## src/rtl/acquisition_scheduler_pkg.sv

```systemverilog
// Shared widths, state encoding and acquisition result payload for the acquisition scheduler.
package acquisition_scheduler_pkg;

    localparam int unsigned I2Q2_WIDTH        = 32;
    localparam int unsigned DOPPLER_INC_WIDTH = 16;
    localparam int unsigned CS_WIDTH          = 11;

    typedef enum logic [2:0] {
        ST_IDLE   = 3'd0,
        ST_SELECT = 3'd1,
        ST_SETTLE = 3'd2,
        ST_START  = 3'd3,
        ST_WAIT   = 3'd4,
        ST_EVAL   = 3'd5,
        ST_ASSIGN = 3'd6
    } asch_state_e;

    typedef struct packed {
        logic [I2Q2_WIDTH-1:0]        i2q2;
        logic [DOPPLER_INC_WIDTH-1:0] doppler;
        logic [CS_WIDTH-1:0]          code_shift;
    } acq_result_t;

endpackage

```

## src/rtl/free_channel_select.sv

```systemverilog
// Lowest-index free tracking channel: priority encoder over the busy vector.
module free_channel_select #(
    parameter int unsigned NUM_CHANNELS = 4,
    parameter int unsigned IDX_WIDTH    = 2
) (
    input  logic [NUM_CHANNELS-1:0] chan_busy,
    output logic [IDX_WIDTH-1:0]    free_idx_c,
    output logic                    any_free_c
);

    // Scan high to low so the lowest free index is the last one written.
    always_comb begin
        free_idx_c = '0;
        any_free_c = 1'b0;
        for (int i = int'(NUM_CHANNELS) - 1; i >= 0; i--) begin
            if (!chan_busy[i]) begin
                free_idx_c = IDX_WIDTH'(i);
                any_free_c = 1'b1;
            end
        end
    end

endmodule

```

## src/rtl/acquisition_scheduler.sv

```systemverilog
// Round-robin PRN search sequencer: drives the acquisition controller and hands
// detections to the lowest free tracking channel.
module acquisition_scheduler
    import acquisition_scheduler_pkg::*;
#(
    parameter int unsigned NUM_CHANNELS  = 4,
    parameter int unsigned NUM_PRNS      = 32,
    parameter int unsigned PRN_WIDTH     = 6,
    parameter int unsigned SETTLE_CYCLES = 4
) (
    input  logic                         clk,
    input  logic                         global_reset,
    input  logic                         scheduler_enable,
    input  logic [I2Q2_WIDTH-1:0]        acq_threshold,
    output logic [PRN_WIDTH-1:0]         acq_prn,
    output logic                         start_acquisition,
    input  logic                         acquisition_complete,
    input  logic [I2Q2_WIDTH-1:0]        peak_i2q2,
    input  logic [DOPPLER_INC_WIDTH-1:0] peak_doppler,
    input  logic [CS_WIDTH-1:0]          peak_code_shift,
    input  logic [NUM_CHANNELS-1:0]      chan_release,
    output logic [NUM_CHANNELS-1:0]      chan_start,
    output logic [PRN_WIDTH-1:0]         chan_prn,
    output logic [DOPPLER_INC_WIDTH-1:0] chan_doppler,
    output logic [CS_WIDTH-1:0]          chan_code_shift,
    output logic [NUM_CHANNELS-1:0]      chan_busy,
    output logic [NUM_PRNS-1:0]          tracked_mask,
    output logic                         busy
);

    localparam int unsigned IDX_WIDTH = (NUM_CHANNELS > 1) ? $clog2(NUM_CHANNELS) : 1;
    localparam int unsigned CNT_WIDTH = $clog2(SETTLE_CYCLES + 1);

    asch_state_e            state;
    logic [PRN_WIDTH-1:0]   scan_ptr;
    logic [CNT_WIDTH-1:0]   settle_cnt;
    acq_result_t            result;
    logic [PRN_WIDTH-1:0]   prn_reg [NUM_CHANNELS];

    logic [IDX_WIDTH-1:0]    free_idx;
    logic                    any_free;
    logic [NUM_CHANNELS-1:0] rel_valid;
    logic [NUM_CHANNELS-1:0] set_chan;
    logic [NUM_PRNS-1:0]     clr_mask;
    logic [NUM_PRNS-1:0]     set_prn;
    logic                    do_assign;
    logic                    ptr_tracked;
    logic                    stop;

    function automatic logic [PRN_WIDTH-1:0] wrap_inc(input logic [PRN_WIDTH-1:0] p);
        return (p == PRN_WIDTH'(NUM_PRNS)) ? PRN_WIDTH'(1) : p + PRN_WIDTH'(1);
    endfunction

    function automatic logic [NUM_PRNS-1:0] prn_bit(input logic [PRN_WIDTH-1:0] p);
        return NUM_PRNS'(1) << (p - PRN_WIDTH'(1));
    endfunction

    free_channel_select #(
        .NUM_CHANNELS (NUM_CHANNELS),
        .IDX_WIDTH    (IDX_WIDTH)
    ) u_free_channel_select (
        .chan_busy  (chan_busy),
        .free_idx_c (free_idx),
        .any_free_c (any_free)
    );

    // Occupancy bookkeeping: releases clear, assignment sets (set wins on overlap).
    always_comb begin
        rel_valid = chan_release & chan_busy;
        clr_mask  = '0;
        for (int k = 0; k < int'(NUM_CHANNELS); k++) begin
            if (rel_valid[k]) begin
                clr_mask = clr_mask | prn_bit(prn_reg[k]);
            end
        end
        do_assign   = (state == ST_ASSIGN) && any_free;
        set_chan    = do_assign ? (NUM_CHANNELS'(1) << free_idx) : '0;
        set_prn     = do_assign ? prn_bit(acq_prn) : '0;
        ptr_tracked = |(tracked_mask & prn_bit(scan_ptr));
        stop        = !scheduler_enable || (&chan_busy) || (&tracked_mask);
    end

    always_ff @(posedge clk) begin
        if (global_reset) begin
            state             <= ST_IDLE;
            busy              <= 1'b0;
            acq_prn           <= PRN_WIDTH'(1);
            scan_ptr          <= PRN_WIDTH'(1);
            settle_cnt        <= '0;
            start_acquisition <= 1'b0;
            chan_start        <= '0;
            chan_prn          <= '0;
            chan_doppler      <= '0;
            chan_code_shift   <= '0;
            chan_busy         <= '0;
            tracked_mask      <= '0;
            result            <= '0;
            for (int k = 0; k < int'(NUM_CHANNELS); k++) begin
                prn_reg[k] <= '0;
            end
        end else begin
            start_acquisition <= 1'b0;
            chan_start        <= '0;
            chan_busy         <= (chan_busy & ~rel_valid) | set_chan;
            tracked_mask      <= (tracked_mask & ~clr_mask) | set_prn;

            case (state)
                ST_IDLE: begin
                    if (scheduler_enable && !(&chan_busy) && !(&tracked_mask)) begin
                        state <= ST_SELECT;
                        busy  <= 1'b1;
                    end
                end
                ST_SELECT: begin
                    if (stop) begin
                        state <= ST_IDLE;
                        busy  <= 1'b0;
                    end else if (!ptr_tracked) begin
                        acq_prn    <= scan_ptr;
                        settle_cnt <= CNT_WIDTH'(SETTLE_CYCLES);
                        state      <= ST_SETTLE;
                    end else begin
                        scan_ptr <= wrap_inc(scan_ptr);
                    end
                end
                ST_SETTLE: begin
                    if (settle_cnt > CNT_WIDTH'(1)) begin
                        settle_cnt <= settle_cnt - CNT_WIDTH'(1);
                    end else begin
                        settle_cnt <= '0;
                        state      <= ST_START;
                    end
                end
                ST_START: begin
                    start_acquisition <= 1'b1;
                    state             <= ST_WAIT;
                end
                ST_WAIT: begin
                    if (acquisition_complete) begin
                        result.i2q2       <= peak_i2q2;
                        result.doppler    <= peak_doppler;
                        result.code_shift <= peak_code_shift;
                        state             <= ST_EVAL;
                    end
                end
                ST_EVAL: begin
                    if ((result.i2q2 > acq_threshold) && any_free) begin
                        state <= ST_ASSIGN;
                    end else begin
                        scan_ptr <= wrap_inc(scan_ptr);
                        state    <= ST_SELECT;
                    end
                end
                ST_ASSIGN: begin
                    if (any_free) begin
                        chan_start        <= set_chan;
                        chan_prn          <= acq_prn;
                        chan_doppler      <= result.doppler;
                        chan_code_shift   <= result.code_shift;
                        prn_reg[free_idx] <= acq_prn;
                    end
                    scan_ptr <= wrap_inc(scan_ptr);
                    state    <= ST_SELECT;
                end
                default: begin
                    state <= ST_IDLE;
                    busy  <= 1'b0;
                end
            endcase
        end
    end

endmodule

```

## config.mk

```make
export PLATFORM = sky130hd
export DESIGN_NAME = acquisition_scheduler
export DESIGN_NICKNAME = d
export VERILOG_FILES = /design/src/rtl/acquisition_scheduler_pkg.sv /design/src/rtl/free_channel_select.sv /design/src/rtl/acquisition_scheduler.sv
export SDC_FILE = /design/constraint.sdc
export NUM_CORES = 1
export LEC_CHECK = 0
export ABC_AREA = 1
export ABC_CLOCK_PERIOD_IN_PS = 2300
export CORE_UTILIZATION = 33
export CTS_CLUSTER_DIAMETER = 50
export DETAILED_ROUTE_END_ITERATION = 7
export SETUP_SLACK_MARGIN = 0.02
export SYNTH_ARGS = -nofsm -noshare
export SYNTH_HDL_FRONTEND = slang
export SYNTH_SLANG_ARGS = --single-unit
```

## constraint.sdc

```tcl
create_clock -name clk -period 2.3 [get_ports clk]
set_input_delay 0.23 -clock clk [delete_from_list [all_inputs] [get_ports clk]]
set_output_delay 0.23 -clock clk [all_outputs]
set_load 0.01 [all_outputs]
```

==> key figures <==
Global routing
  • Vias in the first global route: around 9.4k
  • Gr usage total: between 20% and 30%
  • Initial antenna violation count: 0
  • Largest net degree at the start of global routing: 79
  • GRT overflow: 0
  • First-pass GRT wire length: roughly 52 mm

Synthesis
  • Most frequent cells after synthesis: inv_1 (201), nand2_1 (190), a21oi_1 (165), dfxtp_1 (152), nor2_1 (141)
  • Post-synth EDFFs: 24
  • Yosys cell types: approximately 50
  • Cells after Synth: around 1.4k
  • Yosys top cell area share: 31.77%
  • Ranking of synthesized cells by area: dfxtp_1 (32%), a21oi_1 (8.6%), inv_1 (7.9%), edfxtp_1 (7.5%), nand2_1 (7.4%)
  • Avg Cell Area, Syn: roughly 7.1 um^2
  • Yosys warnings: 0
  • Seq cells post-synth: roughly 180
  • Mapped Area: around 0.0096 mm^2
  • Largest family of logic cells by synthesized area: simple AND/OR/NAND/NOR gates
  • Async SR Flop Fraction: 0%
  • Main synth FF type: dfxtp_1
  • Most common cell in the netlist: inv_1
  • Seq/Total Area, Yosys: 39.30%
  • Post-Synth Adder-Cell Area: 5.226%
  • Synth Area in Compound Gates: a little under a fifth
  • Syn nets: ~1.5k
  • Post-Synth XOR/XNOR Area: less than 1%
  • Simple-gate area share of the yosys netlist: 25.46%
  • Largest area contributor in the netlist: dfxtp_1
  • Post-synthesis mux area share: 0%

STA
  • Relative slew slack: 68.05%
  • Worst Tran Pin Value: ~0.48 ns
  • FMAX: 0.4629 GHz
  • Final setup vio count: 0
  • Final min period: 2.160 ns
  • Final hold violations: 0
  • Final clock skew: between 0.015 and 0.02 ns
  • Final TNS setup: 0 ns
  • Tcrit/Tclk final: roughly 94%
  • Fin. max-slew vios: 0

Drt
  • DR iter-0 viols: 855
  • # DRC: 0
  • Final WL: 34.42 mm
  • Remaining antenna violation count: 0
  • DRT Pass-1 Iters: 5
  • Vias: approximately 9.9k
  • Vias/cell: around 5
  • DR WL/cell: between 15 and 20 um

Critical path
  • Startpoint Class: flop
  • CP Max Fanout: 8
  • Critical Path, Cell by Cell: buf_6, nor2_8, nand2_4, nand2_8, nand2_8, nand3_2, nand2_1, nor2_2, nand2_2, o21ai_4, buf_6, nand3_4, nand3_4, nand2_1, a21oi_2
  • Crit Path Class: reg -> reg
  • Family with the most delay on the worst path: simple AND/OR/NAND/NOR gates
  • Critical Path RT: ~2.7 ns
  • Worst path slowest cell: dfxtp_2
  • Sum of buffers and inverters on the critical path: 2
  • CP arrival: approximately 2.5 ns
  • Worst path max stage delay: about 0.34 ns
  • Reg-to-reg setup timing slack: roughly 0.14 ns
  • Worst setup EP type: flop

Layout
  • Final nets: ~1.7k
  • Sequential cell area: 0.003767 mm^2
  • Footprint of the multi-input gates: 0.005055 mm^2
  • Fillers: roughly 2.9k
  • Largest register FFs: 59
  • N_diodes: 0
  • Area delta synth->final: 37.31%
  • Fraction of layout instances using a drive strength above 1: about 13%

Clock network
  • CTS tree: built
  • Num CTS Buffers: 17
  • Clk sinks: between 150 and 200
  • Bufs on Longest Clock Path: 2
  • H-tree depth: 4
  • CTS root buffer: clkbuf_16
  • Latest clock arrival within the worst-skew pair: 0.45 ns
  • Clock transition at path regs: 0.08 ns

Power
  • Worst VDD drop: about 0.49 mV
  • Pwr Density: 548.0 mW/mm^2
  • Pwr Total: around 7.2 mW
  • Leak: about 5.2 nW

Floorplan
  • FP Rows: just over 60
  • Die W: ~170 um
  • Core Region: between 0.02 and 0.03 mm^2
  • Die Ht: 172.4 um
  • IO Count: 180
  • Initial core utilization: 34.00%
  • Total Die Area: 0.02971 mm^2

Placement
  • Dpl hpwl: about 27 mm
  • RD Place Congestion: around 0.98
  • I/O Buffers: 179

Hold path
  • Min-delay worst type: in -> reg

Run
  • Max-cap check violation count: 0

Outcome
  • Status: completed
## worst paths after layout
kind	startpoint	endpoint	depth (start not counted)
hold / removal	global_reset	tracked_mask[30]	2
setup / recovery	scan_ptr[1]	scan_ptr[5]	15
setup reg to reg	scan_ptr[1]	scan_ptr[5]	15
hold reg to reg	result[19]	chan_doppler[8]	2
## power breakdown
group / total (mW) / switching (mW) / internal [mW]
Sequential: 3.20 / 0.0429 / 3.16
Combinational: 0.868 / 0.498 / 0.370
Clock: 3.14 / 1.61 / 1.53
## layer usage
layer	share of wire [%]	up-vias	GRT usage, %
met5	0	-	0
met4	3.9	0	10.23
met3	8.5	72	6.203
met2	45	394	38.06
met1	43	4539	29.10
li1	-	4940	-
## layout make-up
class / instances / area share (%)
well taps: 378 / 3.597
clock buffers: 17 / 3.235
flip-flops and latches: 176 / 28.65
clock inverters: 15 / 1.656
inverters: 217 / 6.232
repair buffers: 256 / 18.19
multi-input cells: 915 / 38.44
## layout by cell type (no fill, tap or decap), drive strengths merged, types with 8 or more instances in the layout
| cell type | n |
|---|---|
| clkdlybuf4s50 | 178 |
| nand4 | 26 |
| nor2 | 150 |
| clkbuf | 17 |
| xor2 | 9 |
| nor3 | 24 |
| nand3 | 138 |
| nand2 | 198 |
| o21ai | 115 |
| a31oi | 8 |
| a21oi | 168 |
| edfxtp | 24 |
| buf | 78 |
| dfxtp | 152 |
| ha | 40 |
| inv | 223 |
| clkinv | 9 |
## cell families (layout without fill, tap and decap cells)
kind of cell             Yosys count  in the layout
buffers and inverters            265            505
AO/OA/AOI/OAI                    320            320
AND/OR/NAND/NOR                  542            545
XOR/XNOR                          10             10
adder cells (fa/ha/maj)           40             40
flip-flops                       176            176
## what timing repair did
| item | 4_1_cts | 5_1_grt |
|---|---|---|
| gates cloned | 0 | 3 |
| pin swaps | 1 | 15 |
| hold buffers | 0 | 0 |
| gates resized for setup | 2 | 73 |
| setup buffers | 0 | 4 |
| setup endpoints to repair | 6 | 43 |
## through the flow
| step | cells | setup slack [ns] | utilization, % | hold WS [ns] | cell area [um^2] |
|---|---|---|---|---|---|
| 2_1_floorplan | 1353 | 0.1286 | - | 0.3335 | 9577 |
| 3_3_place_gp | 1935 | -0.3628 | 43.28 | 0.4382 | 12190 |
| 3_5_place_dp | 1935 | -0.3343 | 43.28 | 0.4397 | 12190 |
| 4_1_cts | 1967 | 0.02010 | 45.58 | 0.2047 | 12840 |
| 5_1_grt | 1974 | -0.004811 | 46.69 | 0.2267 | 13150 |
| 6_report | 1974 | 0.1399 | 46.69 | 0.2135 | 13150 |
Power figures use the tool's default switching activity.
